File: src/rtl/centroid_div_ctrl.sv
// rtl/centroid_div_ctrl.sv - per-frame centroid sequencer sharing one restoring divider for SX/S and SY/S
module centroid_div_ctrl #(
    parameter int SUM_S_WIDTH  = 20,
    parameter int SUM_XY_WIDTH = 28
) (
    input  logic                    CLK,
    input  logic                    RST,
    input  logic                    iEN,
    input  logic                    iVSYNC,
    input  logic [SUM_S_WIDTH-1:0]  iSUM_S,
    input  logic [SUM_XY_WIDTH-1:0] iSUM_SX,
    input  logic [SUM_XY_WIDTH-1:0] iSUM_SY,
    input  logic                    iOVR_CLR,
    output logic [SUM_XY_WIDTH-1:0] oQUOTIENT_SX,
    output logic [SUM_XY_WIDTH-1:0] oQUOTIENT_SY,
    output logic                    oVALID,
    output logic                    oBUSY,
    output logic                    oDIV0,
    output logic                    oOVERRUN
);
    localparam int SW = SUM_S_WIDTH;
    localparam int XW = SUM_XY_WIDTH;
    localparam int CW = $clog2(XW);

    typedef enum logic [1:0] {IDLE, DIV_X, DIV_Y, DONE} state_t;

    state_t          state_q, state_d;
    logic            vs_q;
    logic [SW-1:0]   s_q, s_d;
    logic [XW-1:0]   dvd_q, dvd_d;
    logic [XW-1:0]   sy_q, sy_d;
    logic [XW-1:0]   qx_q, qx_d;
    logic [SW:0]     rem_q, rem_d;
    logic [CW-1:0]   cnt_q, cnt_d;
    logic            div0_q, div0_d;
    logic [XW-1:0]   qsx_q, qsx_d;
    logic [XW-1:0]   qsy_q, qsy_d;
    logic            valid_q, valid_d;
    logic            odiv0_q, odiv0_d;
    logic            ovr_q, ovr_d;

    logic            start;
    logic            busy;
    logic            last_bit;
    logic            fits;
    logic [SW:0]     shifted;
    logic [SW:0]     rem_step;
    logic [XW-1:0]   dvd_step;

    assign start    = iVSYNC & ~vs_q & iEN;
    assign busy     = (state_q != IDLE);
    assign last_bit = (cnt_q == CW'(XW - 1));

    // rem_q never exceeds S-1, so a set top bit could only mean rem' > S anyway
    assign shifted  = {rem_q[SW-1:0], dvd_q[XW-1]};
    assign fits     = rem_q[SW] | (shifted >= {1'b0, s_q});
    assign rem_step = fits ? (shifted - {1'b0, s_q}) : shifted;
    assign dvd_step = {dvd_q[XW-2:0], fits};

    always_ff @(posedge CLK) begin
        if (RST) begin
            state_q <= IDLE;
        end else begin
            state_q <= state_d;
        end
    end

    always_comb begin
        state_d = state_q;
        case (state_q)
            IDLE:    if (start) state_d = (iSUM_S == '0) ? DONE : DIV_X;
            DIV_X:   if (last_bit) state_d = DIV_Y;
            DIV_Y:   if (last_bit) state_d = DONE;
            default: state_d = IDLE;
        endcase
    end

    always_comb begin
        s_d     = s_q;
        dvd_d   = dvd_q;
        sy_d    = sy_q;
        qx_d    = qx_q;
        rem_d   = rem_q;
        cnt_d   = cnt_q;
        div0_d  = div0_q;
        qsx_d   = qsx_q;
        qsy_d   = qsy_q;
        valid_d = 1'b0;
        odiv0_d = odiv0_q;
        ovr_d   = (start & busy) ? 1'b1 : (iOVR_CLR ? 1'b0 : ovr_q);
        case (state_q)
            IDLE: begin
                if (start) begin
                    s_d    = iSUM_S;
                    dvd_d  = iSUM_SX;
                    sy_d   = iSUM_SY;
                    rem_d  = '0;
                    cnt_d  = '0;
                    div0_d = (iSUM_S == '0);
                end
            end
            DIV_X, DIV_Y: begin
                rem_d = rem_step;
                dvd_d = dvd_step;
                cnt_d = cnt_q + CW'(1);
                if (last_bit) begin
                    rem_d = '0;
                    cnt_d = '0;
                    // the SY quotient is built in place, so the SX result is parked first
                    if (state_q == DIV_X) begin
                        qx_d  = dvd_step;
                        dvd_d = sy_q;
                    end
                end
            end
            default: begin
                qsx_d   = div0_q ? '0 : qx_q;
                qsy_d   = div0_q ? '0 : dvd_q;
                odiv0_d = div0_q;
                valid_d = 1'b1;
            end
        endcase
    end

    always_ff @(posedge CLK) begin
        if (RST) begin
            vs_q    <= 1'b1;
            s_q     <= '0;
            dvd_q   <= '0;
            sy_q    <= '0;
            qx_q    <= '0;
            rem_q   <= '0;
            cnt_q   <= '0;
            div0_q  <= 1'b0;
            qsx_q   <= '0;
            qsy_q   <= '0;
            valid_q <= 1'b0;
            odiv0_q <= 1'b0;
            ovr_q   <= 1'b0;
        end else begin
            vs_q    <= iVSYNC;
            s_q     <= s_d;
            dvd_q   <= dvd_d;
            sy_q    <= sy_d;
            qx_q    <= qx_d;
            rem_q   <= rem_d;
            cnt_q   <= cnt_d;
            div0_q  <= div0_d;
            qsx_q   <= qsx_d;
            qsy_q   <= qsy_d;
            valid_q <= valid_d;
            odiv0_q <= odiv0_d;
            ovr_q   <= ovr_d;
        end
    end

    always_comb begin
        oQUOTIENT_SX = qsx_q;
        oQUOTIENT_SY = qsy_q;
        oVALID       = valid_q;
        oBUSY        = busy;
        oDIV0        = odiv0_q;
        oOVERRUN     = ovr_q;
    end
endmodule

File: config.mk
export PLATFORM = sky130hd
export DESIGN_NAME = centroid_div_ctrl
export DESIGN_NICKNAME = d
export VERILOG_FILES = /design/src/rtl/centroid_div_ctrl.sv
export SDC_FILE = /design/constraint.sdc
export NUM_CORES = 1
export LEC_CHECK = 0
export CAP_MARGIN = 40
export CORE_ASPECT_RATIO = 1.5
export CORE_UTILIZATION = 30
export DETAILED_ROUTE_END_ITERATION = 8
export DONT_BUFFER_PORTS = 1
export MAX_ROUTING_LAYER = met4
export PLACE_DENSITY = 0.44
export SETUP_SLACK_MARGIN = 0.4
export SLEW_MARGIN = 0
export SYNTH_ARGS = -nofsm -noshare
export SYNTH_HDL_FRONTEND = slang
export SYNTH_SLANG_ARGS = --single-unit
File: constraint.sdc
create_clock -name CLK -period 3.75 [get_ports CLK]
set_clock_uncertainty 0.2 [all_clocks]
set_input_delay 0.375 -clock CLK [delete_from_list [all_inputs] [get_ports CLK]]
set_output_delay 0.375 -clock CLK [all_outputs]
set_load 0.02 [all_outputs]
Word-level counts from Yosys, hierarchy flattened:

Cells that the tools add are included.

* flip-flop bits (word level): 193
* output and inout bits: 60

* eq/ne operators: 6
* $add $sub $neg: 2
* mux-type cells: 21
* reductions and logical operators: 11
* bitwise logic cells: 5
* $lt $le $gt $ge: 1

Operator list (number)
* 2-to-1 mux 28 bit: 5
* 2-to-1 mux 21 bit: 3
* one-hot mux 28 bit (2 select lines): 1
* one-hot mux 21 bit (2 select lines): 1
* >= comparator 21 x 20 -> 1 bit: 1
* subtractor 21 x 20 -> 21 bit: 1
* logical NOT 20 bit: 1
* 2-to-1 mux 5 bit: 2
* one-hot mux 5 bit (2 select lines): 1
* 2-to-1 mux 2 bit: 4
* != test 2 bit, second input constant: 3
* one-hot mux 2 bit (3 select lines): 1
* AND reduction 3 bit: 2
* nonzero test 2 bit: 3
* adder 5 x 1 -> 5 bit, second input constant: 1
* == test 5 bit, second input constant: 1
* AND reduction 2 bit: 2
* bitwise AND 1 bit: 3
* 2-to-1 mux 1 bit: 3
* OR reduction 3 bit: 1
* == test 2 x 1 -> 1 bit, second input constant: 1
* == test 2 bit, second input constant: 1
* logical NOT 2 bit: 1
* OR reduction 2 bit: 1
* 2 further kinds: 2

Logic depth before layout (Yosys ltp):

* depth in word-level cells: 5
* mapped depth: 12
* depth with buffers taken out: 11

Worst setup path before layout:

No wires, ideal clock.

* path kind: register to register
* from: register s_q[1]
* to: register rem_q[19]
* cell stages (with the launch flop): 12
* clock period less this slack: 2.759 ns
* path buffers: 1
* arrival time: 2.439 ns
* library setup time: 0.120 ns
* slack: 0.991 ns
* path through: dfxtp_1 > inv_1 > ha_1 > nor2b_4 > o31a_1 > o31a_1 > o31a_1 > a2111o_1 > buf_6 > and3_1 > mux2i_1 > nand2_1

* cells in the longest elaborated chain, start to end: 5

RTL lines
* from (decl): RTL line 29 `logic [SW-1:0] s_q, s_d;`
* from (signal assigned): RTL line 128 `s_q <= '0;`
* from (signal assigned): RTL line 142 `s_q <= s_d;`
* >= comparator 21 x 20 -> 1 bit: RTL line 56 `assign fits = rem_q[SW] | (shifted >= {1'b0, s_q});`
* bitwise OR 1 bit: RTL line 56
* 2-to-1 mux 21 bit (*): RTL line 57 `assign rem_step = fits ? (shifted - {1'b0, s_q}) : shifted;`
* 2-to-1 mux 21 bit (*): RTL line 106 `if (last_bit) begin`
* one-hot mux 21 bit (2 select lines) (*): RTL line 91 `case (state_q)`
* to (signal assigned): RTL line 146 `rem_q <= rem_d;`
* to (decl): RTL line 33 `logic [SW:0] rem_q, rem_d;`

Mark *: on every way between the ends. The rest lies on a longest branch, timed or not.
A chain may end at the register's enable or synchronous reset.

Worst setup path after layout:

Same ends and word-level chain as after synthesis.

==> metrics.txt <==
outcome=completed; Worst R2R Start=s_q[1]; PD cells=558 nW/µm²; Post-Synthesis Cells=roughly 1100; total wire length=27900 µm; Hold Path Depth=4; Post-synth EDFFs=0; CP Launch Type=flip-flop; share of layout cells above drive strength 1=between 5 and 6%; setup slack after layout=~0.6 ns; final setup violation count=0; WP depth=10; GRT overflow=0; synthesized area=8730 µm²; Top delay family on crit path=compound AO/OA/AOI/OAI gates; Critical Path Max Stage Delay=between 0.5 and 0.6 ns; DRT Pass-1 Iters=6; Critical Path RT=3.89 ns; Die Y=211 µm; top sig layer=met4; Pwr Total=5.75 mW; Core Box Area=28600 µm²; Seq/Total Area, Yosys=44.3%; Die X=about 140 µm; fmax=0.319 GHz; Synth-to-Final Area Change=18.1%; insertion delay to the later sink of the worst-skew pair=0.45 ns; FP Rows=76; Synth cell types=49; I/O pin count=141; dpl ws=0.634 ns; most used cell, CP=o31a_1; final hold violation count=0; CP Capture Type=flip-flop; Clock transition at path regs=0.07 ns; Slew HR=52.8%; CP Data Arrival Time=3.28 ns; type of the worst min-delay path=primary input to flip-flop; P_leak=3.78 nW; vias in the first global route=7827; Max Cap Violations=0; synthesis-stage register bit count=193; CTS buffer count=17; Worst-Margin Slew=0.707 ns; filler instances=3095; Final Critical Period=between 3 and 4 ns; kind of critical path=flip-flop to flip-flop; clock sinks=193; Detail Placement HPWL=19100 µm; Slew Limit Fails=0; drt wl/cell=17.9 µm; R2R setup slack=0.61 ns; FF-to-FF End=rem_q[19]; setup_tns=0 ns; CTS tree=yes; Nets=1268; initial antenna violation count=0; number of remaining DRC errors=0; commonest register cell after synthesis=dfxtp_1; Port Buf Inserts=0; Worst Reg2Reg Path Length in Cells=10; largest net degree at the start of global routing=156; met1 wire length=10500 µm; CTS max path bufs=2; cell taking the most area after synthesis=dfxtp_1; YS warnings=0; remaining antenna violation count after routing=0; worst path buffer plus inverter count=1; capture point of the worst path=rem_q[19]; RSZ-0062 raised after global routing=false; slowest CP cell=a2111o_1; placer congestion estimate=0.851; crit path from=s_q[1]; full die area=29800 µm²; Yosys top cell area share=44.3%; post-DR vias/cell=roughly 5; IR drop worst, VDD=0.307 mV; Root Buffer=clkbuf_16; Async SR Flop Fraction=0%; H-Tree Depth=4; syn_area_per_cell=7.62 µm²; first-pass GRT wire length=43300 µm; critical-path cell list=inv_1 -> ha_1 -> nor2b_4 -> o31a_1 -> o31a_1 -> o31a_1 -> a2111o_1 -> and3_1 -> mux2i_1 -> nand2_1; GR Util All Layers=19.9%; period utilisation layout=83.6%; Initial Util=~30%; Met3 Routed Length=1400 µm; Max FO, Critical Path=9; Ant. Diodes=0; top post-synthesis cells by area=dfxtp_1 44%, a21oi_1 11%, nand2_1 9.7%, nor2_1 5.9%, nor2b_1 4.2%; initial DRC count=409; detailed-route via count=7716; syn nets=1254; WL met2=15500 µm
cells in the final DEF, fill, tap and decap left out, types with 3 or more instances in the layout:
cell	count
a311oi_1	27
a22oi_1	4
xor2_1	8
nand2b_1	6
dlygate4sd3_1	57
inv_1	30
o21ai_1	21
nand4_1	5
nor2_1	134
o31a_1	4
dfxtp_1	193
buf_4	15
o21a_1	5
o21ai_0	19
nand3b_1	3
nand2_1	224
a21o_1	3
inv_6	7
nand3_1	36
nor3b_1	3
clkbuf_16	17
a211oi_1	5
xnor2_1	6
nor2b_1	57
a21oi_1	192
mux2i_1	7
ha_1	24
nor3_1	7
nor4_1	6
a32oi_1	3
timing repair:
action | in CTS | in global routing
hold buffers | 58 | 0
hold endpoints to repair | 172 | 0
endpoints found under the setup margin | 0 | 4
setup buffers | 0 | 0
gates resized for setup | 0 | 2
cell usage after synthesis (all sizes together), types with 2 or more instances:
library cell,number
a2111oi,2
a211oi,5
a21o,3
a21oi,192
a22o,2
a22oi,4
a311oi,27
a32oi,3
buf,5
clkbuf,76
dfxtp,193
ha,26
inv,30
mux2i,7
nand2,225
nand2b,7
nand3,36
nand3b,3
nand4,5
nor2,138
nor2b,59
nor3,7
nor3b,4
nor4,6
o211ai,3
o21a,5
o21ai,40
o31a,4
o31ai,2
or2,3
or3,2
xnor2,6
xor2,8
final cells by class:
type	count	area (µm²)	area share [%]
timing repair buffer	76	766	7.43
clock inverter	13	160	1.55
tap	390	488	4.73
multi-input combinational	842	4480	43.4
sequential	193	3860	37.5
inverter	30	113	1.09
clock buffer	19	443	4.30
routing by layer:
layer  GRT usage, %  up-vias
met5              -        -
li1               -     3889
met3           5.46       27
met1           19.2     3665
met2           37.8      135
met4           6.30        0
metrics by stage:
| step | cells | hold slack (ns) | cell area (µm²) | utilization [%] |
|---|---|---|---|---|
| 6_report | 1563 | 0.0386 | 10300 | 36.0 |
| 5_1_grt | 1563 | 0.0526 | 10300 | 36.0 |
| 4_1_cts | 1563 | 0.0159 | 10300 | 36.0 |
| 3_5_place_dp | 1473 | 0.242 | 9100 | 31.8 |
| 3_3_place_gp | 1471 | 0.239 | 9070 | 31.7 |
| 2_1_floorplan | 1146 | 0.223 | 8730 | - |
state kept, by name (all words and copies together) (netlist names):
name / cells
vs_q: 1
state_q: 2
sy_q: 28
dvd_q: 28
oOVERRUN: 1
div0_q: 1
oVALID: 1
s_q: 20
qx_q: 28
cnt_q: 5
oDIV0: 1
oQUOTIENT_SX: 28
oQUOTIENT_SY: 28
rem_q: 21
worst min-delay path by stage:
stage,start,to
3_5_place_dp,s_q[6],s_q[6]
3_3_place_gp,rem_q[20],rem_q[20]
4_1_cts,iSUM_SX[19],dvd_q[19]
5_1_grt,iSUM_SX[8],dvd_q[8]
2_1_floorplan,rem_q[20],rem_q[20]
6_report,iSUM_SX[19],dvd_q[19]
where the power goes:
group | total (mW) | internal [mW] | switching [mW]
Sequential | 2.43 | 2.19 | 0.231
Clock | 1.91 | 1.03 | 0.885
Combinational | 1.41 | 0.546 | 0.867
Total | 5.75 | 3.77 | 1.98
worst reg2reg max path, stage by stage, from the launching register on:
cell and delay [ns]:
dfxtp_1 0.38, inv_1 0.06, ha_1 0.31, nor2b_4 0.14
o31a_1 0.27, o31a_1 0.29, o31a_1 0.35, a2111o_1 0.56
and3_1 0.28, mux2i_1 0.13, nand2_1 0.06
cells by family after synthesis:
group / Yosys count / share of synthesized area [%]
flops: 193 / 44.3
simple gates: 498 / 25.0
buf+inv: 111 / 4.89
mux: 7 / 0.803
fa+ha+maj: 27 / 3.96
xor+xnor: 14 / 1.40
compound gates: 296 / 19.7
(Power assumes the default switching activity.)
